[src/rtl/branch_resolve_pkg.sv]
// Shared definitions for the execute-side branch resolution queue: entry layout and packing helper.
package branch_resolve_pkg;

    // Entry layout: {is_jal, taken, pc[31:0], target[31:0]}
    localparam int ENT_TGT   = 0;
    localparam int ENT_PC    = 32;
    localparam int ENT_TAKEN = 64;
    localparam int ENT_JAL   = 65;
    localparam int ENTRY_W   = 66;

    function automatic logic [ENTRY_W-1:0] pack_entry(input logic        is_jal,
                                                      input logic        taken,
                                                      input logic [31:0] pc,
                                                      input logic [31:0] target);
        pack_entry = {is_jal, taken, pc, target};
    endfunction

endpackage

[src/rtl/branch_resolve_fifo.sv]
// In-order prediction queue: DEPTH x WIDTH storage with push/pop, synchronous clear and occupancy count.
module bp_pred_fifo
    import branch_resolve_pkg::*;
#(
    parameter int DEPTH = 4,
    parameter int WIDTH = ENTRY_W
) (
    input  logic                     clk,
    input  logic                     rst,
    input  logic                     clr,
    input  logic                     push,
    input  logic                     pop,
    input  logic [WIDTH-1:0]         wdata,
    output logic [WIDTH-1:0]         rdata,
    output logic [$clog2(DEPTH):0]   count,
    output logic                     full,
    output logic                     empty
);
    localparam int PW = $clog2(DEPTH);

    logic [WIDTH-1:0] mem [DEPTH];
    logic [PW-1:0]    head;
    logic [PW-1:0]    tail;
    logic [PW:0]      cnt;
    logic             do_push;
    logic             do_pop;

    assign full    = (cnt == (PW+1)'(DEPTH));
    assign empty   = (cnt == '0);
    assign do_push = push && !full && !clr;
    assign do_pop  = pop && !empty;
    assign rdata   = mem[head];
    assign count   = cnt;

    always_ff @(posedge clk) begin
        if (do_push)
            mem[tail] <= wdata;
    end

    // Pointers wrap naturally because DEPTH is a power of two.
    always_ff @(posedge clk) begin
        if (rst) begin
            head <= '0;
            tail <= '0;
            cnt  <= '0;
        end else if (clr) begin
            tail <= head;
            cnt  <= '0;
        end else begin
            if (do_push)
                tail <= tail + PW'(1);
            if (do_pop)
                head <= head + PW'(1);
            case ({do_push, do_pop})
                2'b10:   cnt <= cnt + (PW+1)'(1);
                2'b01:   cnt <= cnt - (PW+1)'(1);
                default: cnt <= cnt;
            endcase
        end
    end

endmodule

[src/rtl/branch_resolve.sv]
// Execute-side branch resolution: queues fetch predictions, checks the oldest against the actual
// outcome, and produces a registered redirect pulse plus the predictor training pair.
module branch_resolve
    import branch_resolve_pkg::*;
#(
    parameter int DEPTH = 4,
    parameter int CNT_W = 32
) (
    input  logic                     clk,
    input  logic                     rst,
    input  logic                     pred_valid,
    output logic                     pred_ready,
    input  logic                     pred_is_jal,
    input  logic                     pred_taken,
    input  logic [31:0]              pred_pc,
    input  logic [31:0]              pred_target,
    input  logic                     res_valid,
    input  logic                     res_taken,
    input  logic [31:0]              res_target,
    input  logic                     flush_in,
    output logic                     redirect_valid,
    output logic [31:0]              redirect_pc,
    output logic                     train_valid,
    output logic                     train_taken,
    output logic [$clog2(DEPTH):0]   count,
    output logic                     underflow_err,
    output logic [CNT_W-1:0]         branch_cnt,
    output logic [CNT_W-1:0]         mispred_cnt
);
    logic [ENTRY_W-1:0] head_entry;
    logic               fifo_full;
    logic               fifo_empty;
    logic               pop;
    logic               push;
    logic               clr;
    logic               mispredict;
    logic               head_jal;
    logic               head_taken;
    logic [31:0]        head_pc;
    logic [31:0]        head_tgt;
    logic [31:0]        restart_pc;

    logic               redirect_vld_p1;
    logic [31:0]        redirect_pc_p1;
    logic               train_vld_p1;
    logic               train_taken_p1;
    logic               underflow_q;
    logic [CNT_W-1:0]   branch_cnt_q;
    logic [CNT_W-1:0]   mispred_cnt_q;

    assign head_jal   = head_entry[ENT_JAL];
    assign head_taken = head_entry[ENT_TAKEN];
    assign head_pc    = head_entry[ENT_PC +: 32];
    assign head_tgt   = head_entry[ENT_TGT +: 32];

    assign pred_ready = !fifo_full;
    assign pop        = res_valid && !fifo_empty;
    assign mispredict = pop && ((res_taken != head_taken) ||
                                (res_taken && (res_target != head_tgt)));
    assign restart_pc = res_taken ? res_target : head_pc + 32'd4;

    // A mispredict or external flush empties the queue; any same-cycle push is wrong-path.
    assign clr  = mispredict || flush_in;
    assign push = pred_valid && pred_ready && !clr;

    bp_pred_fifo #(
        .DEPTH (DEPTH),
        .WIDTH (ENTRY_W)
    ) u_fifo (
        .clk   (clk),
        .rst   (rst),
        .clr   (clr),
        .push  (push),
        .pop   (pop),
        .wdata (pack_entry(pred_is_jal, pred_taken, pred_pc, pred_target)),
        .rdata (head_entry),
        .count (count),
        .full  (fifo_full),
        .empty (fifo_empty)
    );

    // p0 -> p1: resolution result registered toward fetch and the predictor
    always_ff @(posedge clk) begin
        if (rst) begin
            redirect_vld_p1 <= 1'b0;
            redirect_pc_p1  <= '0;
            train_vld_p1    <= 1'b0;
            train_taken_p1  <= 1'b0;
            underflow_q     <= 1'b0;
            branch_cnt_q    <= '0;
            mispred_cnt_q   <= '0;
        end else begin
            redirect_vld_p1 <= mispredict;
            if (mispredict)
                redirect_pc_p1 <= restart_pc;
            train_vld_p1   <= pop && !head_jal;
            train_taken_p1 <= pop && res_taken;
            if (res_valid && fifo_empty)
                underflow_q <= 1'b1;
            if (pop && !head_jal)
                branch_cnt_q <= branch_cnt_q + CNT_W'(1);
            if (mispredict)
                mispred_cnt_q <= mispred_cnt_q + CNT_W'(1);
        end
    end

    assign redirect_valid = redirect_vld_p1;
    assign redirect_pc    = redirect_pc_p1;
    assign train_valid    = train_vld_p1;
    assign train_taken    = train_taken_p1;
    assign underflow_err  = underflow_q;
    assign branch_cnt     = branch_cnt_q;
    assign mispred_cnt    = mispred_cnt_q;

endmodule

[config.mk]
export PLATFORM = sky130hd
export DESIGN_NAME = branch_resolve
export DESIGN_NICKNAME = d
export VERILOG_FILES = /design/src/rtl/branch_resolve_pkg.sv /design/src/rtl/branch_resolve_fifo.sv /design/src/rtl/branch_resolve.sv
export SDC_FILE = /design/constraint.sdc
export NUM_CORES = 1
export LEC_CHECK = 0
export CORE_ASPECT_RATIO = 0.8
export CORE_UTILIZATION = 48
export DETAILED_ROUTE_END_ITERATION = 10
export PLACE_DENSITY = 0.71
export SYNTH_ARGS = -nofsm -noshare
export SYNTH_HDL_FRONTEND = slang
export SYNTH_SLANG_ARGS = --single-unit
[constraint.sdc]
create_clock -name clk -period 14.97 [get_ports clk]
set_input_delay 2.994 -clock clk [delete_from_list [all_inputs] [get_ports clk]]
set_output_delay 2.994 -clock clk [all_outputs]
set_load 0.02 [all_outputs]
Word level (Yosys, flattened, before mapping)
Memory sizes are Yosys's and may differ from the RTL's. A register that Yosys moved wholly into a read port is not among the register bits.
Cells that the tools add are included.
{"block": "totals", "inputBits": 104, "mem_bits_rw": 264, "register_bits": 107, "mem_count": 1}
{"memory": "u_fifo.mem", "depth": 4, "word_bits": 66, "read_ports": 1, "rd_ports_with_merged_regs": 1, "wr": 1, "line_no": "branch_resolve_fifo.sv:21", "text": "logic [WIDTH-1:0] mem [DEPTH];"}
{"block": "op_classes", "muxes": 8, "n_addsub": 7, "n_eq_ne": 5, "n_bitwise": 1, "n_reduce_logical": 22}
{"op": "32-bit by 1-bit adder with 32-bit output (second input constant)", "n": 2}
{"op": "32-bit by 3-bit adder with 32-bit output (second input constant)", "n": 1}
{"op": "32-bit two-way mux", "n": 1}
{"op": "32-bit != test", "n": 1}
{"op": "1-bit logical AND", "n": 11}
{"op": "2-bit two-way mux", "n": 4}
{"op": "3-bit case mux with 2 select lines", "n": 1}
{"op": "2-bit by 1-bit adder with 2-bit output (second input constant)", "n": 2}
{"op": "1-bit zero test", "n": 4}
{"op": "2-bit nonzero test", "n": 2}
{"op": "3-bit by 1-bit adder with 3-bit output (second input constant)", "n": 1}
{"op": "3-bit == test (second input constant)", "n": 1}
{"op": "3-bit zero test", "n": 1}
{"op": "3-bit by 1-bit subtractor with 3-bit output (second input constant)", "n": 1}
{"op": "2-bit by 1-bit == test with 1-bit output (second input constant)", "n": 1}
{"op": "2-bit == test (second input constant)", "n": 1}
{"op": "1-bit logical OR", "n": 2}
{"op": "1-bit two-way mux", "n": 2}
{"op": "2-bit AND reduction", "n": 1}
{"op": "2-bit OR reduction", "n": 1}
{"op": "1-bit != test", "n": 1}
{"op": "1-bit inverter", "n": 1}

Longest topological paths before layout
{"block": "logic_depth", "ltp_word": 11, "mapped_depth": 19}

Hierarchy
From an unflattened synthesis, not the netlist that was laid out.
{"block": "unflattened", "hier_cells": 1095, "area_unflattened_um2": 15732.6}
{"module": "bp_pred_fifo", "area_per_inst_um2": 10038.4, "cells_per_inst": 407, "instances": 1}
{"module": "branch_resolve", "area_per_inst_um2": 5694.2, "cells_per_inst": 688, "instances": 1}

Worst setup path after synthesis
OpenSTA, ideal clock, no wires.
{"block": "synth_timing", "kind": "in2reg", "from": "input res_taken", "to": "memory u_fifo.mem[0][0] in the netlist's numbering (enable)", "required_time_ns": 14.533, "slack_ns": 8.193, "cell_stages": 10, "n_path_buf": 3, "arrival_time_ns": 6.340, "path_cell_list": "clkbuf_1 > o311ai_1 > nor3_1 > o2111a_1 > and4_1 > buf_4 > a21oi_4 > or3_1 > buf_2 > nor2_2"}
{"block": "synth_between", "elab_chain_cells": 10}
{"element": "start, declared", "line_no": "branch_resolve.sv:18", "text": "input logic res_taken,"}
{"element": "1-bit != test or 1-bit logical AND (tied branches)", "line_no": "branch_resolve.sv:58, branch_resolve.sv:59"}
{"element": "1-bit logical OR *", "line_no": "branch_resolve.sv:58", "text": "assign mispredict = pop && ((res_taken != head_taken) ||"}
{"element": "1-bit logical AND *", "line_no": "branch_resolve.sv:58"}
{"element": "1-bit logical OR *", "line_no": "branch_resolve.sv:63", "text": "assign clr = mispredict || flush_in;"}
{"element": "1-bit zero test *", "line_no": "branch_resolve_fifo.sv:30, branch_resolve.sv:64"}
{"element": "1-bit logical AND", "line_no": "branch_resolve.sv:64", "text": "assign push = pred_valid && pred_ready && !clr;"}
{"element": "1-bit logical AND", "line_no": "branch_resolve_fifo.sv:30", "text": "assign do_push = push && !full && !clr;"}
{"element": "1-bit logical AND *", "line_no": "branch_resolve_fifo.sv:30"}
{"element": "1-bit two-way mux *", "line_no": "branch_resolve_fifo.sv:36", "text": "if (do_push)"}
{"element": "1-bit two-way mux (implied by the code) *", "line_no": "branch_resolve_fifo.sv:37", "text": "mem[tail] <= wdata;"}
{"element": "end, declared", "line_no": "branch_resolve_fifo.sv:21"}
Every way passes the cells marked *; elsewhere a longest branch is shown, timed or not.

Worst setup path in the final report
{"block": "layout_timing", "from": "input res_taken", "to": "memory u_fifo.mem[0][9] in the netlist's numbering (enable)"}
The elaborated chain is that of the path after synthesis.

==> flow_metrics.env <==
export IMPL_outcome="finished clean"
export IMPL_yosys_cell_types_count=66
export IMPL_grt_overflow=0
export IMPL_netlist_area_mm2=0.0157
export IMPL_synth_avg_cell_area_um2=14.0
export IMPL_routedWlPerCell_um=21.6
export IMPL_synth_area_top_cells="edfxtp_1 50%, dfxtp_1 14%, mux4_2 7.7%, xnor2_1 3.6%, mux2i_1 2.2%"
export IMPL_drv_cap=0
export IMPL_fillers=2442
export IMPL_syn_num_nets=1234
export IMPL_final_setup_viol_count=0
export IMPL_hold_viol=0
export IMPL_grt_pass1_wl_mm=57.5
export IMPL_globalplace_congestion=0.860
export IMPL_peakVddDrop_uv=106
export IMPL_row_count=58
export IMPL_ys_warn_count=0
export IMPL_synth_seq_area_share=0.643
export IMPL_cp_data_arrival_time_ns=6.65
export IMPL_placed_area_mm2=0.0181
export IMPL_grt_pass1_vias=9531
export IMPL_wl_met1_mm=17.7
export IMPL_wl_met2_mm=17.3
export IMPL_cts_tree="yes"
export IMPL_synthCells=1121
export IMPL_yosys_area_top_type="edfxtp_1"
export IMPL_required_ns=15.10
export IMPL_tightestPinTransition_ns=1.06
export IMPL_rrSetupSlack_ns=9.54
export IMPL_io_buffers=207
export IMPL_grt_max_degree=67
export IMPL_synthArstFlopShare=0
export IMPL_ant_nets=0
export IMPL_min_period_ns=6.52
export IMPL_antenna_found_initial=4
export IMPL_r2r_cells=10
export IMPL_whs_path_depth=2
export IMPL_drt_iter0_markers=804
export IMPL_drive_above_1_share=0.108
export IMPL_finalPower_uw=2180
export IMPL_fin_util=0.606
export IMPL_dieHeight_um=164
export IMPL_hold_end="redirect_pc[15]"
export IMPL_skew_ns=0.0134
export IMPL_relSlewSlack=0.291
export IMPL_slew_viol_final=0
export IMPL_syn2layout_area_growth_pct=22.9
export IMPL_min_delay_start="redirect_pc[15]"
export IMPL_power_leakage_uw=0.00601
export IMPL_fin_area_mm2=0.0193
export IMPL_cts_root_buffer="clkbuf_16"
export IMPL_die_area_mm2=0.0335
export IMPL_clk_latency_ns=0.52
export IMPL_first_pass_iters=7
export IMPL_rsz0062_at_grt="no"
export IMPL_reg2reg_to="u_fifo.mem[0][9]"
export IMPL_final_cell_count_no_fill=1778
export IMPL_cts_hold_buf=0
export IMPL_num_io_pins=208
export IMPL_powerDensity_mw_per_mm2=113
export IMPL_route_detailed_drc=0
export IMPL_wl_met3_mm=2.43
export IMPL_finalCritPeriodShare=0.435
export IMPL_cts_setup_buffers=0
export IMPL_synth_ff_type="edfxtp_1"
export IMPL_fin_nets=1440
export IMPL_grt_usage=0.230
export IMPL_finalWirelength_mm=38.4
export IMPL_synth_top_area_share=0.504
export IMPL_viasPerCell=5.70
export IMPL_cts_sinks=373
export IMPL_setup_tns_ns=0
export IMPL_dpl_hpwl_mm=25.9
export IMPL_startpoint_type="input pin"
export IMPL_clk_pin_slew_ns=0.06
export IMPL_synth_edf_count=264
export IMPL_fp_coreArea_mm2=0.0319
export IMPL_clockBufferDepth=3
export IMPL_dp_cells=1708
export IMPL_cp_end_kind="flip-flop"
export IMPL_cts_made_buffers=37
export IMPL_crit_path_max_fanout=66
export IMPL_ys_ff_latch=373
export IMPL_clock_fmax_mhz=153
export IMPL_start_util=0.494
export IMPL_top_layer_used="met5"
export IMPL_via_count=10100
export IMPL_hp_class="reg2reg"
export IMPL_cts_resized_gates=0
export IMPL_setup_worst_path_class="in2reg"
export IMPL_die_w_um=204
export IMPL_htreeDepth=2
placed cells by master, fill, tap and decap left out, drive strengths merged, types with 4 or more instances in the layout:
| cell type | n |
|---|---|
| a2111oi | 5 |
| a21oi | 46 |
| a311oi | 4 |
| and3 | 17 |
| and4 | 5 |
| buf | 12 |
| clkbuf | 61 |
| clkdlybuf4s50 | 206 |
| clkinv | 5 |
| dfxtp | 109 |
| edfxtp | 264 |
| ha | 8 |
| inv | 29 |
| mux2 | 8 |
| mux2i | 34 |
| mux4 | 56 |
| nand2 | 89 |
| nand3 | 40 |
| nand3b | 4 |
| nand4 | 19 |
| nor2 | 74 |
| nor3 | 27 |
| nor4 | 7 |
| o2111ai | 4 |
| o211ai | 7 |
| o21a | 11 |
| o21ai | 44 |
| o31ai | 8 |
| or3 | 18 |
| or4 | 4 |
| xnor2 | 64 |
| xor2 | 33 |
state kept, by name, summed over array words and instances, names as in the netlist, 2 cells and up, named ones only:
signal / cells
u_fifo.count: 3
u_fifo.mem: 264
u_fifo.head: 2
u_fifo.tail: 2
redirect_pc: 32
mispred_cnt: 32
branch_cnt: 32
critical path: stages:
cell	delay, ns
clkdlybuf4s50_1	0.47
buf_4	0.39
o311ai_1	0.18
nor3_1	0.21
o2111a_1	0.25
and4_1	0.49
a21oi_4	0.10
or3_1	0.53
nor2_4	0.14
buf_4	0.72
final cells by class:
type                            instances  area [um2]  share of cell area
Sequential cell                       373       10100               0.524
Multi-Input combinational cell        669        5220               0.270
Timing Repair Buffer                  218        2150               0.111
Clock buffer                           61        1140              0.0589
Tap cell                              420         526              0.0272
Inverter                               28         105             0.00544
Clock inverter                          7        62.6             0.00324
Antenna cell                            2        5.00            0.000259
cell families (layout without fill, tap and decap cells):
| family | Yosys count | in the layout | share of synthesized area |
|---|---|---|---|
| mux | 98 | 98 | 0.108 |
| compound gates | 147 | 147 | 0.0594 |
| buf+inv | 79 | 314 | 0.0271 |
| simple gates | 318 | 318 | 0.101 |
| fa+ha+maj | 9 | 9 | 0.00764 |
| xor+xnor | 97 | 97 | 0.0540 |
| flops | 373 | 373 | 0.643 |
| other cells | 0 | 2 | 0 |
metal layers:
layer / up-vias / global-route usage
met5: - / 0
met4: 4 / 0.0695
met3: 61 / 0.0417
met2: 365 / 0.348
met1: 5057 / 0.338
li1: 4649 / -
how the worst max path moves through the flow:
stage / startpoint / end / slack [ns] / depth (start not counted)
2_1_floorplan: res_taken / u_fifo.mem[0][0] / 8.19 / 10
3_5_place_dp: res_taken / u_fifo.mem[1][2] / 7.99 / 10
4_1_cts: res_taken / u_fifo.mem[1][23] / 8.52 / 10
6_report: res_taken / u_fifo.mem[0][9] / 8.45 / 10
5_1_grt: res_taken / u_fifo.mem[0][0] / 8.30 / 10
3_3_place_gp: res_taken / u_fifo.mem[1][48] / 8.01 / 10
synthesized netlist by cell type (all sizes together) (5+ instances only):
cell,number
xor2,33
a2111oi,5
nand2,89
ha,8
and3,17
mux2,8
nor4,7
nor2,74
o211ai,7
buf,31
edfxtp,264
a21oi,46
o21ai,44
inv,28
nor3,27
o31ai,8
o21a,11
and4,5
mux4,56
dfxtp,109
mux2i,34
xnor2,64
nand3,40
clkbuf,20
nand4,19
or3,18
report_power, final:
part           switching, uW  internal [uW]
Sequential              6.85           1120
Clock                    374            537
Combinational           74.1           58.0
through the flow:
step | setup slack (ns) | hold WS, ns
global route | 8.30 | 0.479
CTS | 8.52 | 0.461
finish | 8.45 | 0.462
global placement | 8.01 | 0.443
floorplan | 8.19 | 0.505
detailed placement | 7.99 | 0.453
No activity file was read; power rests on OpenSTA's default activity.
